==> src/rtl/i2c_target.sv <==
// ----------------------------------------------------------------------------
// i2c_target
//   I2C target (slave) with a 7-bit address. It oversamples SCL/SDA with the
//   system clock, ACKs its own address, delivers written bytes on wr_data/
//   wr_valid and fetches read bytes through the rd_req/rd_data handshake.
//   SDA is driven open-drain through sda_oe. SCL is never driven, so clock
//   stretching is not supported.
//
// Parameters
//   ADDR         7-bit address this target answers to
//   SYNC_STAGES  synchronizer depth for scl_i/sda_i (2..4)
//
// Ports
//   clk       system clock, at least 20x the SCL rate
//   rst       asynchronous active-high reset
//   scl_i     I2C SCL line (asynchronous)
//   sda_i     I2C SDA line (asynchronous)
//   sda_oe    1 = pull SDA low, 0 = release
//   wr_data   last byte received in a write transfer
//   wr_valid  one-clock pulse, wr_data valid in the same cycle
//   rd_data   next byte to transmit, sampled in the rd_req cycle
//   rd_req    one-clock pulse requesting the next read byte
//   busy      high from START detection to STOP detection
// ----------------------------------------------------------------------------
module i2c_target #(
    parameter logic [6:0] ADDR        = 7'h2A,
    parameter int         SYNC_STAGES = 2
) (
    input  logic       clk,
    input  logic       rst,
    input  logic       scl_i,
    input  logic       sda_i,
    output logic       sda_oe,
    output logic [7:0] wr_data,
    output logic       wr_valid,
    input  logic [7:0] rd_data,
    output logic       rd_req,
    output logic       busy
);

    typedef enum logic [2:0] {
        S_IDLE     = 3'd0,
        S_ADDR     = 3'd1,
        S_ADDR_ACK = 3'd2,
        S_WR_DATA  = 3'd3,
        S_WR_ACK   = 3'd4,
        S_RD_DATA  = 3'd5,
        S_RD_ACK   = 3'd6,
        S_IGNORE   = 3'd7
    } state_t;

    // Synchronizer chains plus one extra flop each for edge detection.
    logic [SYNC_STAGES-1:0] scl_sync_q, scl_sync_d;
    logic [SYNC_STAGES-1:0] sda_sync_q, sda_sync_d;
    logic                   scl_prev_q, scl_prev_d;
    logic                   sda_prev_q, sda_prev_d;

    logic scl_s;
    logic sda_s;
    logic scl_rise_s;
    logic scl_fall_s;
    logic start_s;
    logic stop_s;

    state_t     state_q, state_d;
    logic [3:0] bit_cnt_q, bit_cnt_d;
    logic [7:0] shift_q, shift_d;
    logic [7:0] tx_q, tx_d;
    logic       rw_q, rw_d;
    logic       sda_oe_q, sda_oe_d;
    logic [7:0] wr_data_q, wr_data_d;
    logic       wr_valid_q, wr_valid_d;
    logic       rd_req_q, rd_req_d;
    logic       busy_q, busy_d;

    assign scl_s = scl_sync_q[SYNC_STAGES-1];
    assign sda_s = sda_sync_q[SYNC_STAGES-1];

    // Bus events, all derived from the synchronized lines. START/STOP need
    // SCL high in both the current and previous sample so that an SDA change
    // racing an SCL edge is not mistaken for a bus condition.
    assign scl_rise_s = scl_s & ~scl_prev_q;
    assign scl_fall_s = ~scl_s & scl_prev_q;
    assign start_s    = scl_s & scl_prev_q & sda_prev_q & ~sda_s;
    assign stop_s     = scl_s & scl_prev_q & ~sda_prev_q & sda_s;

    assign sda_oe   = sda_oe_q;
    assign wr_data  = wr_data_q;
    assign wr_valid = wr_valid_q;
    assign rd_req   = rd_req_q;
    assign busy     = busy_q;

    // Next value of the synchronizer chains and edge-detect history.
    always_comb begin
        scl_sync_d = {scl_sync_q[SYNC_STAGES-2:0], scl_i};
        sda_sync_d = {sda_sync_q[SYNC_STAGES-2:0], sda_i};
        scl_prev_d = scl_s;
        sda_prev_d = sda_s;
    end

    // Synchronizer registers; reset to 1 so the bus looks idle.
    always_ff @(posedge clk or posedge rst) begin
        if (rst) begin
            scl_sync_q <= {SYNC_STAGES{1'b1}};
            sda_sync_q <= {SYNC_STAGES{1'b1}};
            scl_prev_q <= 1'b1;
            sda_prev_q <= 1'b1;
        end else begin
            scl_sync_q <= scl_sync_d;
            sda_sync_q <= sda_sync_d;
            scl_prev_q <= scl_prev_d;
            sda_prev_q <= sda_prev_d;
        end
    end

    // Protocol FSM: next state and next values of every protocol register.
    // sda_oe is only ever changed on an SCL falling edge (or forced low by
    // START/STOP), so it is stable while SCL is high.
    always_comb begin
        state_d    = state_q;
        bit_cnt_d  = bit_cnt_q;
        shift_d    = shift_q;
        rw_d       = rw_q;
        sda_oe_d   = sda_oe_q;
        wr_data_d  = wr_data_q;
        wr_valid_d = 1'b0;
        rd_req_d   = 1'b0;
        busy_d     = busy_q;

        // The byte requested last cycle is loaded into the TX shifter. An
        // SCL edge never lands in this cycle, so the shift below cannot clash.
        if (rd_req_q) begin
            tx_d = rd_data;
        end else begin
            tx_d = tx_q;
        end

        if (stop_s) begin
            state_d   = S_IDLE;
            bit_cnt_d = 4'd0;
            sda_oe_d  = 1'b0;
            busy_d    = 1'b0;
        end else if (start_s) begin
            // Any partial byte is simply abandoned: counter and state restart.
            state_d   = S_ADDR;
            bit_cnt_d = 4'd0;
            sda_oe_d  = 1'b0;
            busy_d    = 1'b1;
        end else begin
            case (state_q)
                S_IDLE: begin
                    sda_oe_d = 1'b0;
                end
                S_ADDR: begin
                    if (scl_rise_s) begin
                        shift_d = {shift_q[6:0], sda_s};
                        if (bit_cnt_q == 4'd7) begin
                            // shift_q[6:0] holds the address, sda_s is R/W.
                            bit_cnt_d = 4'd0;
                            if (shift_q[6:0] == ADDR) begin
                                state_d  = S_ADDR_ACK;
                                rw_d     = sda_s;
                                rd_req_d = sda_s;
                            end else begin
                                state_d = S_IGNORE;
                            end
                        end else begin
                            bit_cnt_d = bit_cnt_q + 4'd1;
                        end
                    end else begin
                        shift_d = shift_q;
                    end
                end
                S_ADDR_ACK: begin
                    // Fall after bit 8 pulls SDA; rise of bit 9 hands over to
                    // the data state, whose next fall releases or drives SDA.
                    if (scl_fall_s) begin
                        sda_oe_d = 1'b1;
                    end else if (scl_rise_s) begin
                        bit_cnt_d = 4'd0;
                        if (rw_q) begin
                            state_d = S_RD_DATA;
                        end else begin
                            state_d = S_WR_DATA;
                        end
                    end else begin
                        state_d = state_q;
                    end
                end
                S_WR_DATA: begin
                    if (scl_fall_s) begin
                        sda_oe_d = 1'b0;
                    end else if (scl_rise_s) begin
                        shift_d = {shift_q[6:0], sda_s};
                        if (bit_cnt_q == 4'd7) begin
                            wr_data_d  = {shift_q[6:0], sda_s};
                            wr_valid_d = 1'b1;
                            bit_cnt_d  = 4'd0;
                            state_d    = S_WR_ACK;
                        end else begin
                            bit_cnt_d = bit_cnt_q + 4'd1;
                        end
                    end else begin
                        state_d = state_q;
                    end
                end
                S_WR_ACK: begin
                    if (scl_fall_s) begin
                        sda_oe_d = 1'b1;
                    end else if (scl_rise_s) begin
                        bit_cnt_d = 4'd0;
                        state_d   = S_WR_DATA;
                    end else begin
                        state_d = state_q;
                    end
                end
                S_RD_DATA: begin
                    // Entered at the ACK rising edge with count 0; the
                    // following fall puts out the MSB. Eight bits later the
                    // fall releases SDA for the master's ACK/NACK.
                    if (scl_fall_s) begin
                        if (bit_cnt_q == 4'd8) begin
                            sda_oe_d  = 1'b0;
                            bit_cnt_d = 4'd0;
                            state_d   = S_RD_ACK;
                        end else begin
                            sda_oe_d = ~tx_q[7];
                            tx_d     = {tx_q[6:0], 1'b0};
                        end
                    end else if (scl_rise_s) begin
                        if (bit_cnt_q != 4'd8) begin
                            bit_cnt_d = bit_cnt_q + 4'd1;
                        end else begin
                            bit_cnt_d = bit_cnt_q;
                        end
                    end else begin
                        state_d = state_q;
                    end
                end
                S_RD_ACK: begin
                    if (scl_rise_s) begin
                        bit_cnt_d = 4'd0;
                        if (!sda_s) begin
                            state_d  = S_RD_DATA;
                            rd_req_d = 1'b1;
                        end else begin
                            state_d  = S_IGNORE;
                            sda_oe_d = 1'b0;
                        end
                    end else begin
                        state_d = state_q;
                    end
                end
                S_IGNORE: begin
                    sda_oe_d = 1'b0;
                end
                default: begin
                    state_d   = S_IDLE;
                    bit_cnt_d = 4'd0;
                    sda_oe_d  = 1'b0;
                end
            endcase
        end
    end

    // Protocol registers; reset releases SDA immediately.
    always_ff @(posedge clk or posedge rst) begin
        if (rst) begin
            state_q    <= S_IDLE;
            bit_cnt_q  <= 4'd0;
            shift_q    <= 8'h00;
            tx_q       <= 8'h00;
            rw_q       <= 1'b0;
            sda_oe_q   <= 1'b0;
            wr_data_q  <= 8'h00;
            wr_valid_q <= 1'b0;
            rd_req_q   <= 1'b0;
            busy_q     <= 1'b0;
        end else begin
            state_q    <= state_d;
            bit_cnt_q  <= bit_cnt_d;
            shift_q    <= shift_d;
            tx_q       <= tx_d;
            rw_q       <= rw_d;
            sda_oe_q   <= sda_oe_d;
            wr_data_q  <= wr_data_d;
            wr_valid_q <= wr_valid_d;
            rd_req_q   <= rd_req_d;
            busy_q     <= busy_d;
        end
    end

endmodule

==> config.mk <==
export PLATFORM = sky130hd
export DESIGN_NAME = i2c_target
export DESIGN_NICKNAME = d
export VERILOG_FILES = /design/src/rtl/i2c_target.sv
export SDC_FILE = /design/constraint.sdc
export NUM_CORES = 1
export LEC_CHECK = 0
export ABC_CLOCK_PERIOD_IN_PS = 3210
export CAP_MARGIN = 20
export CORE_MARGIN = 5
export CORE_UTILIZATION = 30
export CTS_BUF_LIST = sky130_fd_sc_hd__clkbuf_8
export CTS_CLUSTER_SIZE = 20
export DETAILED_ROUTE_END_ITERATION = 8
export PLACE_DENSITY_LB_ADDON = 0.05
export SLEW_MARGIN = 20
export SYNTH_ARGS = -nofsm -noshare
export SYNTH_HDL_FRONTEND = slang
export SYNTH_SLANG_ARGS = --single-unit
==> constraint.sdc <==
create_clock -name clk -period 3.21 [get_ports clk]
set_input_delay 0.321 -clock clk [delete_from_list [all_inputs] [get_ports clk]]
set_output_delay 0.321 -clock clk [all_outputs]
set_load 0.005 [all_outputs]
After elaboration in Yosys (flattened, before gate mapping)
Index checks and enable logic that the tools add are counted.
{"block": "word_totals", "reg_bits": 42}
{"block": "classes", "n_eq_ne": 31, "n_reduce_logical": 14, "muxes": 64, "bitwise_logic": 15, "n_addsub": 1}
{"operator": "two-way mux 8 bit", "count": 8}
{"operator": "inequality test 4 bit (second input constant)", "count": 15}
{"operator": "two-way mux 3 bit", "count": 16}
{"operator": "two-way mux 4 bit", "count": 11}
{"operator": "AND reduction 6 bit", "count": 4}
{"operator": "two-way mux 1 bit", "count": 23}
{"operator": "one-hot mux 4 bit (5 select lines)", "count": 1}
{"operator": "one-hot mux 3 bit (6 select lines)", "count": 1}
{"operator": "one-hot mux 8 bit (2 select lines)", "count": 1}
{"operator": "inequality test 5 bit (second input constant)", "count": 3}
{"operator": "nonzero test 7 bit", "count": 2}
{"operator": "AND reduction 13 bit", "count": 1}
{"operator": "equality test 3 bit (second input constant)", "count": 4}
{"operator": "inverter 1 bit", "count": 8}
{"operator": "nonzero test 8 bit", "count": 1}
{"operator": "AND 1 bit", "count": 7}
{"operator": "equality test 7 x 6 -> 1 bit (second input constant)", "count": 1}
{"operator": "equality test 3 x 2 -> 1 bit (second input constant)", "count": 2}
{"operator": "one-hot mux 1 bit (5 select lines)", "count": 1}
{"operator": "adder 4 x 1 -> 4 bit (second input constant)", "count": 1}
{"operator": "equality test 4 x 3 -> 1 bit (second input constant)", "count": 1}
{"operator": "equality test 4 bit (second input constant)", "count": 1}
{"operator": "inequality test 4 x 1 -> 1 bit (second input constant)", "count": 1}
{"operator": "inequality test 4 x 2 -> 1 bit (second input constant)", "count": 1}
{"operator": "other kinds (8)", "count": 10}

Depth between registers and ports, before layout
{"block": "depth", "ltp_word": 7, "mapped_depth": 8, "mapped_depth_nobuf": 7}

Worst setup path after synthesis
No wires, ideal clock.
{"block": "synth_timing", "path_type": "reg-to-reg", "start": "reg scl_sync_q[1]", "end": "reg bit_cnt_q[3]", "arrival_ns": 2.064, "period_less_slack_ns": 2.146, "setup_time_ns": 0.082, "slack_ns": 1.064, "stages_incl_launch_ff": 9, "t_required_ns": 3.128, "cell_sequence": "dfstp_2 > inv_1 > ha_1 > buf_2 > nand2b_1 > a21o_1 > a32o_2 > or4_1 > o22ai_1"}
{"block": "synth_via", "elab_chain_cells": 6, "word_cells_on_any_way": 23, "cone_classes": "eq/ne (5); mux (8); bitwise (8); reduce/logical (2)"}
{"element": "start: declaration", "line_no": "53", "source": "logic [SYNC_STAGES-1:0] scl_sync_q, scl_sync_d;"}
{"element": "start signal: assignment", "line_no": "104", "source": "scl_sync_q <= {SYNC_STAGES{1'b1}};"}
{"element": "start signal: assignment", "line_no": "109", "source": "scl_sync_q <= scl_sync_d;"}
{"element": "AND 1 bit / inverter 1 bit (equally long branches)", "line_no": "82, 83"}
{"element": "two-way mux 4 bit, or another cell as far along"}
{"element": "two-way mux 4 bit, on equally long branches"}
{"element": "one-hot mux 4 bit (5 select lines)", "line_no": "150", "source": "case (state_q)"}
{"element": "two-way mux 4 bit", "line_no": "143", "source": "end else if (start_s) begin"}
{"element": "two-way mux 4 bit", "line_no": "138", "source": "if (stop_s) begin"}
{"element": "end signal: assignment", "line_no": "281", "source": "bit_cnt_q <= bit_cnt_d;"}
{"element": "end: declaration", "line_no": "66", "source": "logic [3:0] bit_cnt_q, bit_cnt_d;"}
Parallel ways exist; a longest one is shown, timed or not. The select of a mux whose other input is x is not followed.
A chain may end at the register's enable or synchronous reset.

Final worst setup path
Same ends and word-level chain as after synthesis.

==> results by stage <==
Outcome:
- The flow ran to the end, and the final reports show no timing, DRC or antenna violations.

Layout:
- The number of fillers in the final layout is just under 700.
- In the layout the commonest cells are sky130_fd_sc_hd__dfrtp_1 (35), sky130_fd_sc_hd__clkdlybuf4s50_1 (23), sky130_fd_sc_hd__a21oi_1 (18).
- The total non-filler cell area in the finished layout is 2540 sq um.
- Compared with the post-synthesis result, the final layout area differs by 18.0%.
- The most frequent standard cell in the layout excluding fill and tap cells is sky130_fd_sc_hd__dfrtp_1.
- The net count of the finished layout is ~240.
- The proportion of layout cells with a drive suffix above 1 is 15.5%.
- The multi-input combinational cells in the finished layout cover a total of 1020 sq um.
- The antenna cell count is 0.
- The area taken by flip-flops and latches is approximately 1000 sq um.

Clock tree:
- The number of sinks handled by clock tree synthesis is just over 40.
- The total of hold buffers inserted after clock tree synthesis is 0.
- The clock latency on the worst-skew pair is around 300 ps.
- Counting along the longest clock path gives a buffer depth of 2.
- Gates resized during post-CTS repair numbered 0.
- The buffer cell driving the clock tree root is sky130_fd_sc_hd__clkbuf_8.
- The CTS H-tree depth is 2.
- TritonCTS built the clock tree.
- Clock tree synthesis inserted a total of 5 buffers.
- Once the clock tree was built, the setup fixing pass inserted 0 buffers.
- The clock-pin slew of the registers on the worst-case setup and hold paths is ~90 ps.

Worst hold path:
- The worst hold path belongs to the class register to register.

Timing:
- The number of max-slew violations in the final report came to 0.
- The post-route setup TNS is 0 ps.
- The worst relative slew slack is between 40 and 50%.
- Hold timing on the final database bottoms out at a slack of 359 ps.
- Based on the critical path, the design can be clocked at up to 0.416 GHz.
- The final-report setup violation count is 0.
- The hold violation total from the final report was 0.
- The final critical path takes up between 70% and 80% of the cycle.
- On the final layout, the worst clock skew is ~11 ps.
- The final critical delay including setup and external delays is 2410 ps.
- Setup repair after global routing left no endpoint under its margin.
- The transition time at the pin with the least slew margin is 809 ps.

GRT:
- The global-route wire length before repair is 7920 microns.
- Global routing used 11.3% of the available tracks.
- The largest net degree at the start of global routing is between 40 and 50.
- The remaining global-route overflow is 0.
- The number of antenna violations at the first check in global routing was 0.
- The number of global-route vias before repair is 1,618.

Routing:
- Detailed routing inserted a total of 1,607 vias.
- The detail route stage leaves a number of antenna-violating nets equal to 0.
- After detailed routing, the total wire length is 4740 microns.
- The number of detailed-routing iterations run before antenna repair is 4.
- The average wire per standard cell is between 10 and 15 microns.
- For this run, design rule violations remaining after detail routing come to 0.
- In the routed layout, each cell is associated on average with a via count of 4.99.
- The count of routing violations after the opening detailed-route iteration is 69.

Power and ir drop:
- The standby leakage power is 1.05 nW.
- The power density relative to cell area is ~650 nW/um^2.
- The maximum vdd drop is between 150 and 200 uV.
- Net switching is 38.2% of the power.
- In this run, the combinational gates consume 32.5% of the power.
- The clock network fraction of total power is 20.6%.
- Summed over all nets, the switching power comes to 0.628 mW.
- Registers are responsible for 46.9% of the overall power.
- The internal portion of the total power is roughly 1.0 mW.

Logic synthesis:
- The net count after synthesis is 224.
- In the post-synthesis netlist, the biggest area contributors are sky130_fd_sc_hd__dfrtp_1 (41%), sky130_fd_sc_hd__mux2_2 (7.9%), sky130_fd_sc_hd__dfstp_2 (7.3%).
- The synthesis warning total is 0.
- In the synthesized netlist the async set-or-reset flop fraction comes to 100%.
- The count of mapped cells out of synthesis is around 210.
- In the synthesized netlist the dominant register cell turns out to be sky130_fd_sc_hd__dfrtp_1.
- Counting flops and latches in the post-synthesis netlist gives 41.
- The largest total area in the synthesized netlist belongs to sky130_fd_sc_hd__dfrtp_1.
- The mean post-synth cell area is 10.4 sq um.
- The post-synthesis cell area is 2150 sq um.
- The share of the yosys chip area belonging to registers is 48.1%.
- The number of distinct standard cells referenced by the synthesized netlist is 48.
- The area fraction of the dominant cell type after synthesis is between 40% and 50%.
- The number of flops mapped to enable cells by yosys is 0.

Critical path:
- The endpoint kind of the worst setup timing path is a register.
- The maximum net fanout on the critical path is 10.
- The category of the critical setup timing path is register to register.
- The worst endpoint data arrival time is 2610 ps.
- At the worst endpoint, the required time is 3420 ps.
- The worst setup path is launched from a register.

Place:
- During placement, the flow inserted port buffers numbering 23.
- The placer's final routability congestion estimate is slightly above 0.8.
- The placed instances occupy a cell area of 2450 sq um.
- The detailed-placement wirelength estimate is between 3000 and 4000 microns.

Floorplanning:
- 24 I/O pins were placed.
- After floorplanning, the core was sized to cover 6870 sq um.
- The floorplan step set the die width to 94.7 microns.
- The die covers between 8000 and 9000 sq um.
- The initial utilization of the core area, before any placement, comes to between 30 and 40%.
- In this run the core area contains 30 standard-cell rows.
- From bottom edge to top edge, the die measures between 90 and 100 microns.

Run:
- The total of max-cap violations is 0.
-- worst max-delay path: stages, from the launching register on --
cell and delay [ps]:
sky130_fd_sc_hd__dfstp_2 580, sky130_fd_sc_hd__inv_1 50, sky130_fd_sc_hd__ha_1 300, sky130_fd_sc_hd__nand2b_1 220
sky130_fd_sc_hd__a21o_1 200, sky130_fd_sc_hd__a32o_2 310, sky130_fd_sc_hd__or4_1 470, sky130_fd_sc_hd__o22ai_1 190
-- worst paths after layout --
kind | depth (start not counted) | slack, ps | from | endpoint
setup / recovery | 7 | 800 | scl_sync_q[1]$_DFF_PP1_ | bit_cnt_q[3]$_DFFE_PP0P_
hold reg to reg | 0 | 360 | sda_sync_q[0]$_DFF_PP1_ | sda_sync_q[1]$_DFF_PP1_
min in group asynchronous | 3 | 420 | rst | bit_cnt_q[2]$_DFFE_PP0P_
max in group asynchronous | 3 | 2380 | rst | sda_sync_q[1]$_DFF_PP1_
hold / removal | 0 | 360 | sda_sync_q[0]$_DFF_PP1_ | sda_sync_q[1]$_DFF_PP1_
setup reg to reg | 7 | 800 | scl_sync_q[1]$_DFF_PP1_ | bit_cnt_q[3]$_DFFE_PP0P_
-- cells in the mapped netlist, types with 2 or more instances --
master and count:
sky130_fd_sc_hd__nand2b_1 7, sky130_fd_sc_hd__dfstp_2 6, sky130_fd_sc_hd__clkbuf_1 5, sky130_fd_sc_hd__mux2_2 15
sky130_fd_sc_hd__nand3_1 5, sky130_fd_sc_hd__nor2_1 13, sky130_fd_sc_hd__nand2_1 13, sky130_fd_sc_hd__nor3b_1 3
sky130_fd_sc_hd__nor4_1 2, sky130_fd_sc_hd__o21ai_0 11, sky130_fd_sc_hd__buf_2 6, sky130_fd_sc_hd__nor2b_1 3
sky130_fd_sc_hd__inv_1 10, sky130_fd_sc_hd__nor3_1 3, sky130_fd_sc_hd__ha_1 6, sky130_fd_sc_hd__a21boi_0 2
sky130_fd_sc_hd__dfrtp_1 35, sky130_fd_sc_hd__o22ai_1 3, sky130_fd_sc_hd__a21oi_1 18, sky130_fd_sc_hd__a31oi_1 3
sky130_fd_sc_hd__mux2i_1 9, sky130_fd_sc_hd__o211ai_1 2
-- cells by family after synthesis --
logic type	count (synthesis)	share of synthesized area [%]
mux	24	12.0
xor+xnor	1	0.407
buf+inv	22	4.36
flops	41	48.1
compound gates	53	16.3
simple gates	59	15.3
fa+ha+maj	6	3.49
-- power by group through the flow --
stage	Sequential, mW	Clock (mW)	Combinational [mW]
after floorplan	0.668	0	0.514
after CTS	0.772	0.355	0.535
after global routing	0.797	0.372	0.596
final	0.772	0.339	0.534
after detailed placement	0.781	0	0.535
after global placement	0.779	0	0.521
-- per-layer routing --
metal | share of wire [%] | track usage, % | up-vias
met5 | 0 | 0 | -
met4 | 1.9 | 4.33 | 0
met3 | 5.1 | 2.55 | 8
met2 | 49 | 18.4 | 52
met1 | 44 | 14.6 | 774
li1 | - | - | 773
-- cell type report --
cell class	count	share of cell area [%]
clock inverters	3	0.690
repair buffers	24	9.36
flip-flops and latches	41	40.7
inverters	10	1.48
multi-input cells	143	40.3
clock buffers	5	2.71
well taps	96	4.73
-- sequential cells by signal, indices dropped and copies added (netlist names) --
register / flops
scl_sync_q: 2
busy: 1
sda_prev_q: 1
bit_cnt_q: 4
shift_q: 7
rw_q: 1
tx_q: 8
state_q: 3
sda_oe: 1
scl_prev_q: 1
wr_data: 8
rd_req: 1
sda_sync_q: 2
wr_valid: 1
-- stage by stage --
step | cells | total power, mW | utilization [%] | setup WS (ps)
floorplan | 206 | 1.18 | - | 1060
global placement | 314 | 1.30 | 35.7 | 984
detailed placement | 314 | 1.32 | 35.7 | 856
CTS | 322 | 1.66 | 37.0 | 821
global route | 322 | 1.77 | 37.0 | 730
finish | 322 | 1.64 | 37.0 | 804
Power figures use the tool's default switching activity.
